## config.mk

```make
export PLATFORM = sky130hd
export DESIGN_NAME = riscv_dp_storeunit
export DESIGN_NICKNAME = d
export VERILOG_FILES = /design/src/rtl/riscv_dp_storeunit.sv
export SDC_FILE = /design/constraint.sdc
export NUM_CORES = 1
export LEC_CHECK = 0
export ABC_AREA = 1
export BUFFER_PORTS_ARGS = -buffer_cell sky130_fd_sc_hd__buf_2
export CELL_PAD_IN_SITES_DETAIL_PLACEMENT = 1
export CELL_PAD_IN_SITES_GLOBAL_PLACEMENT = 2
export CORE_UTILIZATION = 31
export CTS_BUF_LIST = sky130_fd_sc_hd__clkbuf_8
export DETAILED_ROUTE_END_ITERATION = 7
export PLACE_DENSITY = 0.9
export SLEW_MARGIN = 40
export SYNTH_ARGS = -nofsm -noshare
export SYNTH_HDL_FRONTEND = slang
export SYNTH_SLANG_ARGS = --single-unit
```

## constraint.sdc

```tcl
create_clock -name iclk -period 3.3 [get_ports iclk]
set_input_delay 0.165 -clock iclk [delete_from_list [all_inputs] [get_ports iclk]]
set_output_delay 0.165 -clock iclk [all_outputs]
set_load 0.005 [all_outputs]
```

## src/rtl/riscv_dp_storeunit.sv

```systemverilog
// riscv_dp_storeunit
// Store-side datapath unit. It accepts a single sb/sh/sw request, rotates the
// store data into byte lanes and generates byte enables. A store that crosses
// a 32-bit word boundary is split into two word-aligned write beats, and each
// beat is held on the memory port until it is acknowledged.
module riscv_dp_storeunit #(
  parameter int MP_DATA_WIDTH = 32,
  parameter int MP_ADDR_WIDTH = 32
) (
  input  logic                     iclk,
  input  logic                     irst_n,
  input  logic                     ivalid,
  output logic                     oready,
  input  logic [MP_ADDR_WIDTH-1:0] iaddr,
  input  logic [2:0]               ifunct3,
  input  logic [MP_DATA_WIDTH-1:0] idata,
  output logic                     omem_req,
  input  logic                     imem_ack,
  output logic [MP_ADDR_WIDTH-1:0] omem_addr,
  output logic [MP_DATA_WIDTH-1:0] omem_wdata,
  output logic [3:0]               omem_be,
  output logic                     odone,
  output logic                     oerr
);

  typedef enum logic [1:0] {
    S_IDLE  = 2'd0,
    S_BEAT0 = 2'd1,
    S_BEAT1 = 2'd2
  } state_t;

  state_t r_state;
  state_t w_state_next;

  logic [MP_ADDR_WIDTH-1:0] r_addr;
  logic [MP_DATA_WIDTH-1:0] r_wdata;
  logic [3:0]               r_be;
  logic [3:0]               r_be_hi;
  logic                     r_split;
  logic                     r_done;
  logic                     r_err;

  logic [1:0]               w_off;
  logic                     w_legal;
  logic [3:0]               w_base_mask;
  logic [7:0]               w_mask8;
  logic [MP_DATA_WIDTH-1:0] w_rot;
  logic                     w_accept;

  assign w_off    = iaddr[1:0];
  assign w_accept = ivalid && (r_state == S_IDLE);
  assign w_mask8  = {4'b0000, w_base_mask} << w_off;

  // Decode the store width into a base byte mask; unknown codes are illegal
  always_comb begin
    w_legal     = 1'b1;
    w_base_mask = 4'b0000;
    case (ifunct3)
      3'b000:  w_base_mask = 4'b0001;
      3'b001:  w_base_mask = 4'b0011;
      3'b010:  w_base_mask = 4'b1111;
      default: w_legal     = 1'b0;
    endcase
  end

  // Rotate the store data left by 8*offset so each byte lands in its lane
  always_comb begin
    w_rot = idata;
    case (w_off)
      2'd1:    w_rot = {idata[23:0], idata[31:24]};
      2'd2:    w_rot = {idata[15:0], idata[31:16]};
      2'd3:    w_rot = {idata[7:0],  idata[31:8]};
      default: w_rot = idata;
    endcase
  end

  // State register
  always_ff @(posedge iclk or negedge irst_n) begin
    if (!irst_n) r_state <= S_IDLE;
    else         r_state <= w_state_next;
  end

  // Next-state logic; illegal requests never leave IDLE
  always_comb begin
    w_state_next = r_state;
    case (r_state)
      S_IDLE:  if (w_accept && w_legal) w_state_next = S_BEAT0;
      S_BEAT0: if (imem_ack) w_state_next = r_split ? S_BEAT1 : S_IDLE;
      S_BEAT1: if (imem_ack) w_state_next = S_IDLE;
      default: w_state_next = S_IDLE;
    endcase
  end

  // State-decoded outputs
  always_comb begin
    oready   = (r_state == S_IDLE);
    omem_req = (r_state == S_BEAT0) || (r_state == S_BEAT1);
  end

  // Beat payload registers and completion pulses; payload is cleared in IDLE
  always_ff @(posedge iclk or negedge irst_n) begin
    if (!irst_n) begin
      r_addr  <= '0;
      r_wdata <= '0;
      r_be    <= 4'b0000;
      r_be_hi <= 4'b0000;
      r_split <= 1'b0;
      r_done  <= 1'b0;
      r_err   <= 1'b0;
    end else begin
      r_done <= 1'b0;
      r_err  <= 1'b0;
      case (r_state)
        S_IDLE: begin
          if (w_accept) begin
            if (w_legal) begin
              r_addr  <= {iaddr[MP_ADDR_WIDTH-1:2], 2'b00};
              r_wdata <= w_rot;
              r_be    <= w_mask8[3:0];
              r_be_hi <= w_mask8[7:4];
              r_split <= |w_mask8[7:4];
            end else begin
              r_done <= 1'b1;
              r_err  <= 1'b1;
            end
          end
        end
        S_BEAT0: begin
          if (imem_ack) begin
            if (r_split) begin
              // Second beat targets the next word; address wraps naturally
              r_addr <= r_addr + {{(MP_ADDR_WIDTH-3){1'b0}}, 3'b100};
              r_be   <= r_be_hi;
            end else begin
              r_addr  <= '0;
              r_wdata <= '0;
              r_be    <= 4'b0000;
              r_done  <= 1'b1;
            end
          end
        end
        S_BEAT1: begin
          if (imem_ack) begin
            r_addr  <= '0;
            r_wdata <= '0;
            r_be    <= 4'b0000;
            r_done  <= 1'b1;
          end
        end
        default: begin
          r_addr  <= '0;
          r_wdata <= '0;
          r_be    <= 4'b0000;
        end
      endcase
    end
  end

  assign omem_addr  = r_addr;
  assign omem_wdata = r_wdata;
  assign omem_be    = r_be;
  assign odone      = r_done;
  assign oerr       = r_err;

endmodule

```

Word level (Yosys, flattened, before mapping)

Cells that the tools add are included.

Bits in registers: 77
Output and inout bits: 72

Multiplexer cells: 32
Eq/ne operators: 13
Shift-type cells: 1
Reductions and logical operators: 11
Add/subtract/negate cells: 1

Operator list:

| operator                | count |
|---|---|
| $mux W32                | 9 |
| $pmux W32 S3            | 3 |
| $add A32 B3 Y32 const B | 1 |
| $pmux W4 S3             | 2 |
| $mux W4                 | 5 |
| $mux W2                 | 4 |
| $shl A4 B2 Y8           | 1 |
| $mux W1                 | 7 |
| $eq A2 B2 Y1 const B    | 3 |
| $ne A2 B1 Y1 const B    | 3 |
| $ne A2 B2 Y1 const B    | 3 |
| $pmux W2 S3             | 1 |
| $reduce_and A3 Y1       | 2 |
| $reduce_and A5 Y1       | 1 |
| $eq A2 B1 Y1 const B    | 2 |
| $reduce_and A4 Y1       | 1 |
| $reduce_or A4 Y1        | 1 |
| $eq A3 B1 Y1 const B    | 1 |
| $eq A3 B2 Y1 const B    | 1 |
| $logic_not A3 Y1        | 1 |
| $pmux W1 S3             | 1 |
| $reduce_or A3 Y1        | 1 |
| $logic_and A1 B1 Y1     | 2 |
| $logic_not A2 Y1        | 1 |
| $logic_or A1 B1 Y1      | 1 |

Logic depth before layout (Yosys ltp)

Depth in word-level cells: 6
Depth in mapped cells: 11
Mapped depth without buffers: 11

Worst setup path after synthesis

No wires, ideal clock.

Path kind: reg-to-reg
Start point: register r_state[0]
End point: register r_wdata[0] (netlist: omem_wdata[0])
Setup time: 0.066 ns
Period minus slack after synthesis: 1.712 ns
Cell stages (with the launch flop): 11
Slack: 1.588 ns
Buffers on the path: 2
Arrival time: 1.647 ns
Path through: dfrtp_1 -> inv_1 -> ha_1 -> buf_2 -> nand2_1 -> nor2_4 -> o21ai_4 -> nor2_4 -> buf_6 -> o211ai_1 -> nand2_1

Longest elaborated chain between the ends: 4
Elaborated cells between the ends (all ways): 11
Classes of those cells: 7 x eq/ne; 1 x mux; 3 x reduce/logical

RTL lines:

| item                        | line | text |
|---|---|---|
| from (decl)                 | 32   | `state_t r_state;` |
| from (signal assigned)      | 80   | `else r_state <= w_state_next;` |
| $logic_not A2 Y1 (*)        | --   |  |
| net oready                  | 13   | `output logic oready,` |
| $logic_and A1 B1 Y1         | 51   | `assign w_accept = ivalid && (r_state == S_IDLE);` |
| $ne A2 B1 Y1 (no line)      | --   |  |
| $reduce_and A5 Y1 (no line) | --   |  |
| to (signal assigned)        | 118  | `r_wdata <= w_rot;` |
| to (decl)                   | 36   | `logic [MP_DATA_WIDTH-1:0] r_wdata;` |

The timed path passes the listed nets; every way through them passes the cells marked *.
A chain may end at the register's enable or synchronous reset.

Worst setup path in the final report

Start point: register r_state[0]
End point: register r_addr[3] (netlist: omem_addr[3])

Longest elaborated chain between the ends: 4
Elaborated cells between the ends (all ways): 10
Classes of those cells: 6 x eq/ne; 1 x mux; 3 x reduce/logical

RTL lines:

| item                        | line    | text |
|---|---|---|
| $logic_not A2 Y1            | 51, 113 |  |
| $logic_and A1 B1 Y1         | 51      |  |
| $ne A2 B1 Y1 (no line)      | --      |  |
| $reduce_and A4 Y1 (no line) | --      |  |
| to (signal assigned)        | 117     | `r_addr <= {iaddr[MP_ADDR_WIDTH-1:2], 2'b00};` |
| to (signal assigned)        | 132     | `r_addr <= r_addr + {{(MP_ADDR_WIDTH-3){1'b0}}, 3'b100};` |
| to (decl)                   | 35      | `logic [MP_ADDR_WIDTH-1:0] r_addr;` |

Several ways; a longest one is shown, not always the timed one.

==> impl_results.md <==
- Synth top area cells: dfrtp_1 36%, nand2_1 18%, a21oi_1 6.9%
- DP Worst Slack: 507.3 ps
- Synth top area share: 36.27%
- Post-CTS setup repair buffer count: 0
- Crit Path Max Fanout: 41
- Fraction of registers with async set/reset: 100.0%
- Via density: 5.134
- Final #Nets: 971
- HPWL after detailed placement: 13580 um
- H-Tree Depth: 3
- Pin count of the biggest net entering global routing: 68
- Final cell utilization of the core: 38.69%
- Synthesis-stage register bit count: 74
- Clk root buf: clkbuf_8
- Hold depth: 3
- EDFF count, synth: 0
- Leading area contributor after synthesis: dfrtp_1
- Ports: 143
- Clk_skew: 4.930 ps
- Avg Cell Area, Syn: 6.604 um2
- Tightest Pin Transition: 715.7 ps
- Met1 Use GR: 29.55%
- Startpoint Class: flip-flop
- Port buffer count: 140
- Placement Cell Area: 0.005961 mm2
- Setup ws final: 737.9 ps
- Remaining DRCs: 0
- Ys Warns: 0
- Clock transition at the registers of the reported paths: 80 ps
- GRT Residual Overflow: 0
- Final Max Slew Viols: 0
- Cell variety after synth: 35
- Ant. Diodes: 0
- Clock sink total: 74
- Placed cell count: 1097
- Clk Latency, worst-skew pair: 380 ps
- Final Power: 4.477 mW
- CTS Buf Count: 9
- Row count: 46
- Mapped cell area: 0.005105 mm2
- Routed vias: 5724
- RSZ-0062 raised after global routing: no
- GRT busiest layer: met2
- PD cells: 723.2 mW/mm2
- Number of global-route vias before repair: 5727
- Starting Density: 31.90%
- Cells on worst reg2reg path: 9
- Final setup viols: 0
- Number of max-cap violations: 0
- Die Wd: 130.3 um
- First-pass GRT wire length: 30070 um
- Post-synthesis sequential area ratio: 36.27%
- Setup TNS: 0 ps
- Routed len/inst: 16.92 um
- Antenna violations before repair: 1
- Post-Route WL: 18870 um
- Final Non-Filler Cells: 1115
- Met3 usage: 3.321%
- Post-route cell area: 0.006191 mm2
- Commonest non-fill, non-tap cell in the layout: nand2_1
- Most frequent cells in the layout: 246 x nand2_1, 139 x buf_2, 79 x inv_1
- Gr usage total: 23.12%
- Share of post-route cells with drive strength above 1: 20.58%
- Cells after synthesis: 773
- Routed Antenna Nets: 0
- Final hold vios: 0
- P&R area growth vs syn: 21.27%
- Die Ht: 130.3 um
- Period utilization: 77.64%
- Min-Delay Path Class: in2reg
- Clk buf depth: 2
- Crit. End Element: flip-flop
- Met2 Usage GRT: 40.05%
- DRT iter0 DRCs: 294
- TritonCTS clock tree: yes
- Outcome: complete, no violations
- Die ar.: 0.01698 mm2
- Final Wtd Congestion: 0.8399
- Max VDD drop: 0.3082 mV
- Relative slew slack: 52.22%
- Setup CP Type: reg2reg
- WP data arrival: 2790 ps
- TritonRoute pass-1 iters: 4
- FMAX: 390.3 MHz
- LEAKAGE: 3.230 nW
- Total core area: 0.01600 mm2
- Synth Flop Type: dfrtp_1
- Hold slack: 52.16 ps
- Fin crit period: 2562 ps
- Crit path required time: 3520 ps
report_power, final:
part | internal [mW] | total [mW] | switching (mW)
clock network | 0.387 | 0.777 | 0.390
logic | 0.757 | 2.16 | 1.40
registers | 1.21 | 1.54 | 0.329
repair_timing:
item,4_1_cts,5_1_grt
hold buffers,1,0
hold endpoints to repair,66,0
resized for setup,0,0
worst max-delay path, stage by stage, from the launching register on:
cell     delay, ps
dfrtp_1        380
inv_1           90
ha_1           220
buf_4          220
nand2_1        190
nor2_4          80
o21ai_4        490
inv_2          470
nor2_1         190
a31oi_1         50
cells in the mapped netlist, types with 2 or more instances:
| cell | number |
|---|---|
| nand2_1 | 246 |
| inv_1 | 78 |
| dfrtp_1 | 74 |
| a21oi_1 | 70 |
| nor2_1 | 57 |
| o21ai_0 | 51 |
| o211ai_1 | 35 |
| o22ai_1 | 33 |
| nand3_1 | 29 |
| clkbuf_1 | 24 |
| o21ai_1 | 20 |
| buf_2 | 14 |
| ha_1 | 6 |
| nand4_1 | 4 |
| nor2_2 | 4 |
| buf_6 | 3 |
| inv_2 | 3 |
| nor2_4 | 3 |
| buf_4 | 2 |
| or2_2 | 2 |
flip-flops by register name (all words and copies together) (netlist names):
name        flops
odone           1
oerr            1
omem_addr      30
omem_be         4
omem_wdata     32
r_be_hi         3
r_split         1
r_state         2
routing by layer:
metal,vias to the layer above,wire length [um]
li1,2792,-
met1,2779,8597
met2,134,9262
met3,17,762
met4,2,240
met5,-,8
cells by family after synthesis:
family	after synthesis	share of synthesized area, %
buf+inv	126	10.22
other cells	1	0.07346
fa+ha+maj	6	1.471
simple gates	349	27.57
flops	74	36.27
compound gates	217	24.39
path summary, 6_finish.rpt:
path                                         from                       end  slack [ps]
max in group asynchronous                  irst_n  omem_addr[6]$_DFFE_PN0P_        2300
max reg2reg                r_state[0]$_DFFE_PN0P_  omem_addr[3]$_DFFE_PN0P_         740
min                                      iaddr[3]  omem_addr[3]$_DFFE_PN0P_          50
max                        r_state[0]$_DFFE_PN0P_  omem_addr[3]$_DFFE_PN0P_         740
min in group asynchronous                  irst_n  omem_addr[9]$_DFFE_PN0P_         340
min reg2reg                omem_be[2]$_DFFE_PN0P_    omem_be[2]$_DFFE_PN0P_         490
final cells by class:
cell class | instances | area, um2
clock buffer | 11 | 151.4
multi-input combinational | 574 | 2738
clock inverter | 5 | 53.80
sequential | 74 | 1852
tap | 216 | 270.3
fill | 2145 | 9809
inverter | 81 | 304.0
timing repair buffer | 154 | 822.0
Note: power is estimated with default switching activity, not from simulation.
